`src/rtl/eth_link_supervisor.sv`:
```
`default_nettype none
// ============================================================================
// Module      : eth_link_supervisor
// Description : Per-port link supervisor for triple-speed Ethernet channels.
//               Sequences the shared PHY reset after PLL lock, debounces each
//               MAC's reported speed and holds the MAC TX path in reset while
//               the external TX clock mux switches.
// Revision    : 1.0 - initial release
// ============================================================================
module eth_link_supervisor #(
    parameter int NUM_PORTS         = 2,
    parameter int DEBOUNCE_CYCLES   = 1024,
    parameter int RESET_HOLD        = 64,
    parameter int PHY_RST_CYCLES    = 500000,
    parameter int PHY_SETTLE_CYCLES = 50000,
    parameter int CNT_W             = 8
) (
    input  logic                       clk,
    input  logic                       reset,
    input  logic                       pll_locked,
    input  logic [NUM_PORTS-1:0]       eth_mode,
    input  logic [NUM_PORTS-1:0]       ena_10,
    output logic                       phy_reset_n,
    output logic                       ready,
    output logic [2*NUM_PORTS-1:0]     tx_clk_sel,
    output logic [NUM_PORTS-1:0]       mac_tx_reset,
    output logic [CNT_W*NUM_PORTS-1:0] speed_change_cnt
);

    localparam int c_GCNT_MAX = (PHY_RST_CYCLES > PHY_SETTLE_CYCLES) ? PHY_RST_CYCLES : PHY_SETTLE_CYCLES;
    localparam int c_GCNT_W   = $clog2(c_GCNT_MAX + 1);
    localparam int c_DCNT_W   = $clog2(DEBOUNCE_CYCLES + 1);
    localparam int c_HCNT_W   = $clog2(RESET_HOLD);

    localparam logic [c_GCNT_W-1:0] c_RST_LAST    = c_GCNT_W'(PHY_RST_CYCLES - 1);
    localparam logic [c_GCNT_W-1:0] c_SETTLE_LAST = c_GCNT_W'(PHY_SETTLE_CYCLES - 1);
    localparam logic [c_DCNT_W-1:0] c_DCNT_DONE   = c_DCNT_W'(DEBOUNCE_CYCLES);
    localparam logic [c_HCNT_W-1:0] c_HOLD_LAST   = c_HCNT_W'(RESET_HOLD - 1);
    localparam logic [CNT_W-1:0]    c_CNT_MAX     = '1;
    localparam logic [1:0]          c_SEL_2M5     = 2'b00;
    localparam logic [1:0]          c_SEL_25M     = 2'b01;
    localparam logic [1:0]          c_SEL_125M    = 2'b10;

    typedef enum logic [1:0] {
        G_PHY_RST = 2'd0,
        G_SETTLE  = 2'd1,
        G_RUN     = 2'd2
    } gstate_t;

    typedef enum logic [1:0] {
        P_STABLE   = 2'd0,
        P_DEBOUNCE = 2'd1,
        P_SWITCH   = 2'd2
    } pstate_t;

    logic                 r_pll_s1, r_pll_s2;
    logic [NUM_PORTS-1:0] r_eth_s1, r_eth_s2;
    logic [NUM_PORTS-1:0] r_ena_s1, r_ena_s2;
    gstate_t              r_gstate, w_gstate_nxt;
    logic [c_GCNT_W-1:0]  r_gcnt, w_gcnt_nxt;
    logic                 w_force;

    // Two-stage synchronisers for the asynchronous lock and speed inputs
    always_ff @(posedge clk) begin
        if (reset) begin
            r_pll_s1 <= 1'b0;
            r_pll_s2 <= 1'b0;
            r_eth_s1 <= '0;
            r_eth_s2 <= '0;
            r_ena_s1 <= '0;
            r_ena_s2 <= '0;
        end else begin
            r_pll_s1 <= pll_locked;
            r_pll_s2 <= r_pll_s1;
            r_eth_s1 <= eth_mode;
            r_eth_s2 <= r_eth_s1;
            r_ena_s1 <= ena_10;
            r_ena_s2 <= r_ena_s1;
        end
    end

    // Global bring-up state register
    always_ff @(posedge clk) begin
        if (reset) begin
            r_gstate <= G_PHY_RST;
            r_gcnt   <= '0;
        end else begin
            r_gstate <= w_gstate_nxt;
            r_gcnt   <= w_gcnt_nxt;
        end
    end

    // Global next state: PHY reset counts only while locked, lock loss restarts it
    always_comb begin
        w_gstate_nxt = r_gstate;
        w_gcnt_nxt   = r_gcnt;
        if (!r_pll_s2) begin
            w_gstate_nxt = G_PHY_RST;
            w_gcnt_nxt   = '0;
        end else begin
            case (r_gstate)
                G_PHY_RST: begin
                    if (r_gcnt == c_RST_LAST) begin
                        w_gstate_nxt = G_SETTLE;
                        w_gcnt_nxt   = '0;
                    end else begin
                        w_gcnt_nxt = r_gcnt + c_GCNT_W'(1);
                    end
                end
                G_SETTLE: begin
                    if (r_gcnt == c_SETTLE_LAST) begin
                        w_gstate_nxt = G_RUN;
                        w_gcnt_nxt   = '0;
                    end else begin
                        w_gcnt_nxt = r_gcnt + c_GCNT_W'(1);
                    end
                end
                G_RUN: begin
                    w_gcnt_nxt = '0;
                end
                default: begin
                    w_gstate_nxt = G_PHY_RST;
                    w_gcnt_nxt   = '0;
                end
            endcase
        end
    end

    assign phy_reset_n = (r_gstate != G_PHY_RST);
    assign ready       = (r_gstate == G_RUN);
    // Ports are parked (STABLE, 25M, TX in reset) whenever the link is not running
    assign w_force     = !r_pll_s2 || (r_gstate != G_RUN);

    for (genvar p = 0; p < NUM_PORTS; p++) begin : g_port
        pstate_t             r_pstate, w_pstate_nxt;
        logic [1:0]          r_sel, w_sel_nxt;
        logic [1:0]          r_latch, w_latch_nxt;
        logic [1:0]          w_cand;
        logic [c_DCNT_W-1:0] r_dcnt, w_dcnt_nxt;
        logic [c_HCNT_W-1:0] r_hcnt, w_hcnt_nxt;
        logic [CNT_W-1:0]    r_cnt, w_cnt_nxt;

        assign w_cand = r_eth_s2[p] ? c_SEL_125M : (r_ena_s2[p] ? c_SEL_2M5 : c_SEL_25M);

        // Per-port state register
        always_ff @(posedge clk) begin
            if (reset) begin
                r_pstate <= P_STABLE;
                r_sel    <= c_SEL_25M;
                r_latch  <= c_SEL_25M;
                r_dcnt   <= '0;
                r_hcnt   <= '0;
                r_cnt    <= '0;
            end else begin
                r_pstate <= w_pstate_nxt;
                r_sel    <= w_sel_nxt;
                r_latch  <= w_latch_nxt;
                r_dcnt   <= w_dcnt_nxt;
                r_hcnt   <= w_hcnt_nxt;
                r_cnt    <= w_cnt_nxt;
            end
        end

        // Debounce a new speed, then hold TX reset while the clock select moves
        always_comb begin
            w_pstate_nxt = r_pstate;
            w_sel_nxt    = r_sel;
            w_latch_nxt  = r_latch;
            w_dcnt_nxt   = r_dcnt;
            w_hcnt_nxt   = r_hcnt;
            w_cnt_nxt    = r_cnt;
            if (w_force) begin
                w_pstate_nxt = P_STABLE;
                w_sel_nxt    = c_SEL_25M;
            end else begin
                case (r_pstate)
                    P_STABLE: begin
                        if (w_cand != r_sel) begin
                            w_latch_nxt  = w_cand;
                            w_dcnt_nxt   = c_DCNT_W'(1);
                            w_pstate_nxt = P_DEBOUNCE;
                        end
                    end
                    P_DEBOUNCE: begin
                        if (w_cand == r_sel) begin
                            w_pstate_nxt = P_STABLE;
                        end else if (w_cand != r_latch) begin
                            w_latch_nxt = w_cand;
                            w_dcnt_nxt  = c_DCNT_W'(1);
                        end else if (r_dcnt == c_DCNT_DONE) begin
                            w_pstate_nxt = P_SWITCH;
                            w_hcnt_nxt   = '0;
                        end else begin
                            w_dcnt_nxt = r_dcnt + c_DCNT_W'(1);
                        end
                    end
                    P_SWITCH: begin
                        // Select moves one cycle after TX reset asserts
                        if (r_hcnt == '0) begin
                            w_sel_nxt = r_latch;
                            if (r_cnt != c_CNT_MAX) begin
                                w_cnt_nxt = r_cnt + CNT_W'(1);
                            end
                        end
                        if (r_hcnt == c_HOLD_LAST) begin
                            w_pstate_nxt = P_STABLE;
                            w_hcnt_nxt   = '0;
                        end else begin
                            w_hcnt_nxt = r_hcnt + c_HCNT_W'(1);
                        end
                    end
                    default: begin
                        w_pstate_nxt = P_STABLE;
                    end
                endcase
            end
        end

        assign tx_clk_sel[2*p +: 2]           = r_sel;
        assign mac_tx_reset[p]                = (r_gstate != G_RUN) || (r_pstate == P_SWITCH);
        assign speed_change_cnt[CNT_W*p +: CNT_W] = r_cnt;
    end

endmodule
`default_nettype wire
```
`config.mk`:
```
export PLATFORM = sky130hd
export DESIGN_NAME = eth_link_supervisor
export DESIGN_NICKNAME = d
export VERILOG_FILES = /design/src/rtl/eth_link_supervisor.sv
export SDC_FILE = /design/constraint.sdc
export NUM_CORES = 1
export LEC_CHECK = 0
export CORE_MARGIN = 3
export CORE_UTILIZATION = 30
export CTS_BUF_LIST = sky130_fd_sc_hd__clkbuf_16
export CTS_CLUSTER_DIAMETER = 120
export DETAILED_ROUTE_END_ITERATION = 8
export GPL_TIMING_DRIVEN = 0
export PLACE_DENSITY_LB_ADDON = 0.05
export SLEW_MARGIN = 40
export SYNTH_ARGS = -nofsm -noshare
export SYNTH_HDL_FRONTEND = slang
export SYNTH_SLANG_ARGS = --single-unit
```
`constraint.sdc`:
```
create_clock -name clk -period 3.1 [get_ports clk]
set_input_delay 0.62 -clock clk [delete_from_list [all_inputs] [get_ports clk]]
set_output_delay 0.62 -clock clk [all_outputs]
set_load 0.01 [all_outputs]
```
==> metrics.yaml, run 1 <==
cts:
  cts_tree: "built"
  cts_buffer_depth: 2
  clk_latency_ns: 0.34
  cts_sinks: 93
  numCtsBuffers: 9
  cts_root_buf: "clkbuf_16"
  clkSlewWorstSetupHoldPaths_ns: 0.06
  cts_resized: 0
  h-tree-depth: 3
  cts_setup_buffers: 0
  ctsHoldBuffers: 0
timing:
  drv_slew: 0
  finClkSkew_ns: 0.00533
  finalSetupViolations: 0
  max_freq_mhz: 416
  finalHoldViolations: 0
  slew-limit-headroom_pct: 62.4
  grt_setup_unrepaired: "false"
  finalWorstSetupSlack_ns: 0.697
  period_share_pct: 77.5
  hold_slack_ns: 0.437
  fin_setup_tns_ns: 0
  tightest_slew_ns: 0.565
  fin_crit_ns: 2.40
logic_synthesis:
  synth_top_cell_area_share_pct: 42.4
  synth_edf_count: 0
  ys_types: 52
  netlist_area_sq_um: 4400
  syn_nets: 524
  yosys.area.top_type: "dfxtp_1"
  yosys_warnings: 0
  yosysSeqAreaShare_pct: 42.4
  ys.flop_type: "dfxtp_1"
  synth-seq-cells: 93
  netlist_instances: 506
  syn_avg_cell_area_sq_um: 8.69
  synthTopCellsByArea: "dfxtp_1, nor2_1, xor2_1"
  synth-async-reset-ratio_pct: 0
routing:
  firstDrtPassIters: 4
  drc: 0
  drtIter0Drc: 214
  ant_nets: 0
  vias: 3687
  vias_per_cell: 5.04
  post_drt_wl_per_cell_um: 13.8
  routed_wl_um: 10100
power:
  p_seq_share_pct: 51.9
  p_int_mw: 1.84
  p_switching_mw: 0.496
  p_clk_share_pct: 45.8
  combPwrFrac_pct: 2.3
  vdd_ir_drop_max_v: 0.000220
  pwr_density_cell_nw_per_um2: 449
  leakagePower_nw: 1.66
  swShare_pct: 21.2
die:
  core_sq_um: 14100
  num_io_pins: 31
  die_h_um: 127
  die_w_um: 127
  rows: 43
  start_util_pct: 31.2
  dieArea_sq_um: 16100
grt:
  grt-busiest-layer: "met2"
  grt_pass1_vias: 3646
  grt_util_met2_pct: 20.4
  grt_util_met1_pct: 18.4
  grtUsageMet3_pct: 4.10
  antenna_found_initial: 0
  grt_pass1_wl_um: 17800
  grt.total_usage_pct: 13.3
  overflow: 0
  grt_max_degree: 15
place:
  dp_slack_ns: 0.787
  dp_hpwl_um: 7300
  gp_congestion: 0.807
  port-buffer-count: 29
cells_and_area:
  area_delta_synth_final_pct: 18.3
  fin_util_pct: 36.9
  drive_gt1_share_pct: 5.26
  nNetsFinal: 564
  diodes: 0
worst_setup_path:
  cp.arrival_ns: 1.78
  cp-start-kind: "flip-flop"
  crit_path_end_kind: "primary output"
  cp_max_fo: 9
  required_ns: 2.48
  crit_type: "reg2out"
min_path:
  hold_class: "reg2reg"
flow_run:
  cap_violations: 0
run_status:
  status: "completed"
worst paths after layout:
| path | cells after the start | startpoint | slack (ns) | end |
|---|---|---|---|---|
| setup / recovery | 4 | g_port[1].r_pstate[1]$_SDFFE_PP0P_ | 0.70 | mac_tx_reset[1] |
| hold / removal | 1 | r_ena_s1[1]$_SDFF_PP0_ | 0.44 | r_ena_s2[1]$_SDFF_PP0_ |
| hold reg to reg | 1 | r_ena_s1[1]$_SDFF_PP0_ | 0.44 | r_ena_s2[1]$_SDFF_PP0_ |
| setup reg to reg | 6 | r_gcnt[11]$_SDFF_PP0_ | 0.86 | r_gcnt[15]$_SDFF_PP0_ |
cell families (layout without fill, tap and decap cells):
family	count (synthesis)	in the layout	share of synthesized area (%)
DFF	93	93	42.4
and+or+nand+nor	251	251	29.8
AOI/OAI and AO/OA	70	70	11.6
xor gates and xnor gates	46	46	9.17
adders and majority gates	11	11	3.13
muxes	6	6	1.37
buffers and inverters	29	74	2.59
registers in the layout, summed over array words and instances (netlist names):
signal,count
r_eth_s2,2
r_gcnt,19
g_port.r_dcnt,22
r_gstate,2
r_ena_s1,2
g_port.r_cnt,16
g_port.r_latch,4
g_port.r_pstate,4
r_eth_s1,2
r_ena_s2,2
g_port.r_sel,4
r_pll_s2,1
r_pll_s1,1
g_port.r_hcnt,12
cells in the final DEF, fill, tap and decap left out, drive strengths merged, types with 6 or more instances in the layout:
cell and instances:
dfxtp 93, nor2 68, nand2 40, clkdlybuf4s50 29, nand3 26, xor2 25, a21oi 24, xnor2 21
nand4 18, clkbuf 18, nor2b 17, nor3 17, inv 16, and3 13, nor4 12, ha 11
o21ai 10, nand2b 6, o31ai 6, mux2i 6, or4 6
cell type report:
type,instances,area [sq um]
well taps,180,225
clock buffers,9,225
flip-flops and latches,93,1860
repair buffers,29,290
multi-input cells,384,2430
fillers,1470,8900
plain buffers,14,57.6
inverters,15,56.3
clock inverters,7,57.6
power by group through the flow:
stage	Sequential (mW)	Combinational (mW)	Clock, mW
floorplan	1.24	0.0353	0
global route	1.21	0.0614	1.17
detailed placement	1.24	0.0554	0
finish	1.21	0.0533	1.07
global placement	1.24	0.0555	0
CTS	1.21	0.0555	1.12
synthesized netlist by cell type (10+ instances only):
master / instances
nor3_1: 17
ha_1: 11
nor2_1: 68
and3_1: 13
xnor2_1: 21
a21oi_1: 24
dfxtp_1: 93
nand2_1: 39
o21ai_0: 10
nor4_1: 12
xor2_1: 25
nand3_1: 26
nand4_1: 18
nor2b_1: 17
inv_1: 15
stage by stage:
stage | power, mW | std cells | cell area [sq um]
finish | 2.33 | 731 | 5200
global route | 2.44 | 731 | 5200
CTS | 2.38 | 731 | 5200
detailed placement | 1.29 | 715 | 4920
global placement | 1.29 | 715 | 4910
floorplan | 1.27 | 506 | 4400
layer usage:
| metal | vias to the layer above | routed length, um |
|---|---|---|
| met5 | - | 0 |
| li1 | 1881 | - |
| met4 | 0 | 83 |
| met3 | 6 | 402 |
| met1 | 1760 | 5190 |
| met2 | 40 | 4390 |
worst max-delay path, cell delays in order, from the launching register on:
cell and delay, ns:
dfxtp_1 0.30, buf_2 0.22, nand2b_1 0.23, nand2_1 0.14, clkdlybuf4s50_1 0.55
Power figures use the tool's default switching activity.
==> run 2: changes to the inputs <==
- clock period: 3.1 -> 2.4 ns (I/O delays scaled with it)
==> run 2 against run 1 <==
  * Via count up 1.2%
  * Non-clock buffer count grew 6
  * Register-to-register slack got worse by 0.64 ns
  * Utilization up 0.32 points
  * Design area grew 0.87%
==> metrics.yaml, run 2 (synthesized netlist as in run 1, its figures left out) <==
timing:
  tightest_slew_ns: 0.562  # -0.00267 ns
  finalHoldViolations: 0  # unchanged
  fin_crit_ns: 2.27
  drv_slew: 0  # unchanged
  max_freq_mhz: 441
  period_share_pct: 94.4
  hold_slack_ns: 0.437  # -0.00000700 ns
  finClkSkew_ns: 0.00575  # +0.000412 ns
  fin_setup_tns_ns: 0  # unchanged
  grt_setup_unrepaired: "false"
  slew-limit-headroom_pct: 62.5  # +0.18 points
  finalSetupViolations: 0  # unchanged
die:
  core_sq_um: 14100  # unchanged
  num_io_pins: 31  # unchanged
  die_w_um: 127  # unchanged
  start_util_pct: 31.2  # unchanged
  dieArea_sq_um: 16100  # unchanged
  rows: 43  # unchanged
  die_h_um: 127  # unchanged
cts:
  cts_tree: "built"
  cts_resized: 0  # unchanged
  numCtsBuffers: 9  # unchanged
  clk_latency_ns: 0.35  # about the same
  cts_setup_buffers: 0  # unchanged
  h-tree-depth: 3  # unchanged
  clkSlewWorstSetupHoldPaths_ns: 0.06  # about the same
  cts_sinks: 93  # unchanged
  cts_root_buf: "clkbuf_16"
  ctsHoldBuffers: 0  # unchanged
  cts_buffer_depth: 2  # unchanged
cells_and_area:
  nNetsFinal: 570  # +1.1%
  regMostFlops: "g_port.r_dcnt"
  multi_input_area_sq_um: 2430  # unchanged
  final_common_cell: "dfxtp_1"
  mostFrequentLayoutCells: "dfxtp_1, nor2_1, nand2_1, clkdlybuf4s50_1, nand3_1"
  largest_register_ff_count: 22  # unchanged
  top_regs: "g_port.r_dcnt: 22 flops, r_gcnt: 19 flops, g_port.r_cnt: 16 flops"
  drive_gt1_share_pct: 6.28  # +1.0 points
  diodes: 0  # unchanged
  fill_cells: 1461  # -0.61%
  area_delta_synth_final_pct: 19.3
  final_cells: 737  # +0.82%
  ff_latch_area_sq_um: 1860  # unchanged
worst_setup_path:
  path_delay_family: "buffers and inverters"
  required_ns: 1.92  # -0.56 ns
  crit_slowest_cell: "clkdlybuf4s50_1"
  critical_path.cell_chain: "buf_2, nand2b_1, nand2_1, clkdlybuf4s50_1"
  max_stage_delay_ns: 0.55  # about the same
  cp-start-kind: "flip-flop"
  crit_type: "reg2out"
  crit_path_end_kind: "primary output"
  cp_num_buf_inv: 2  # unchanged
  cp_max_fo: 9  # unchanged
  cp.arrival_ns: 1.79  # about the same
place:
  dp.cells: 715  # unchanged
  dp_hpwl_um: 7300  # unchanged
  gp_congestion: 0.807  # unchanged
  port-buffer-count: 29  # unchanged
run_status:
  status: "completed"
routing:
  routed_wl_um: 10100  # +0.77%
  wl_met1_um: 5240  # +0.83%
  post_drt_wl_per_cell_um: 13.8  # about the same
  drtIter0Drc: 219  # +2.3%
  wl_met3_um: 379  # -5.7%
  firstDrtPassIters: 4  # unchanged
  vias: 3732  # +1.2%
  wl_met2_um: 4440  # +1.3%
  ant_nets: 0  # unchanged
  vias_per_cell: 5.06  # +0.40%
  drc: 0  # unchanged
  dr.max_layer_used: "met4"
grt:
  grt_pass1_wl_um: 17800  # unchanged
  overflow: 0  # unchanged
  grt_max_degree: 15  # unchanged
  grt_pass1_vias: 3646  # unchanged
  grt.total_usage_pct: 13.3  # unchanged
  antenna_found_initial: 0  # unchanged
flow_run:
  cap_violations: 0  # unchanged
power:
  leakagePower_nw: 1.68  # +1.6%
  swShare_pct: 21.3  # +0.066 points
  p_int_mw: 2.38  # +29%
  vdd_ir_drop_max_v: 0.000285  # +29%
  p_seq_share_pct: 51.7  # -0.2 points
  power.total_mw: 3.02  # +30%
  p_clk_share_pct: 45.8  # about the same
  p_switching_mw: 0.644  # +30%
  combPwrFrac_pct: 2.5  # +0.2 points
  pwr_density_cell_nw_per_um2: 576  # +28%
min_path:
  hold_class: "reg2reg"
run 2: changes by cell type in the layout (fill, tap and decap cells not counted), sizes merged:
cell	before	now
buf	5	11
run 2: layout make-up:
class / count / share of cell area, %
multi-input cells: 384 / 46.3
flip-flops and latches: 93 / 35.5
repair buffers: 35 / 6.39
clock buffers: 9 / 4.29
well taps: 180 / 4.29
clock inverters: 7 / 1.10
plain buffers: 14 / 1.10
inverters: 15 / 1.07
run 2: worst register-to-register path: cells and delay by family, from the launching register on:
kind                   cells  cell delay [ns]
buffers and inverters      1             0.27
flip-flops                 1             0.36
AND/OR/NAND/NOR            2             0.68
AO/OA/AOI/OAI              3             0.74
run 2: metrics by stage:
stage                     area, sq um  utilization [%]  worst slack (ns)
after floorplan                  4400                -             0.475
after global placement           4910             34.8             0.180
after detailed placement         4920             34.9             0.149
after CTS                        5200             36.9             0.103
after global routing             5250             37.2           0.00534
final                            5250             37.2             0.135
run 2: path summary, 6_finish.rpt:
| kind | slack [ns] | to | depth (start not counted) | start |
|---|---|---|---|---|
| max | 0.13 | mac_tx_reset[1] | 4 | g_port[1].r_pstate[1]$_SDFFE_PP0P_ |
| min | 0.44 | r_ena_s2[1]$_SDFF_PP0_ | 1 | r_ena_s1[1]$_SDFF_PP0_ |
| max reg2reg | 0.22 | g_port[1].r_dcnt[0]$_SDFFE_PP0P_ | 6 | r_gstate[0]$_SDFFE_PP0P_ |
| min reg2reg | 0.44 | r_ena_s2[1]$_SDFF_PP0_ | 1 | r_ena_s1[1]$_SDFF_PP0_ |
run 2: metal layers:
layer / GRT usage, % / vias up
met4: 3.03 / 0
met2: 20.4 / 36
li1: - / 1893
met3: 4.10 / 6
met1: 18.4 / 1797
met5: 0 / -
run 2: power groups by stage:
stage | logic, mW | clock network, mW | registers [mW]
6_report | 0.0747 | 1.38 | 1.56
5_1_grt | 0.0851 | 1.51 | 1.56
4_1_cts | 0.0717 | 1.44 | 1.56
3_5_place_dp | 0.0716 | 0 | 1.60
3_3_place_gp | 0.0716 | 0 | 1.60
2_1_floorplan | 0.0456 | 0 | 1.60
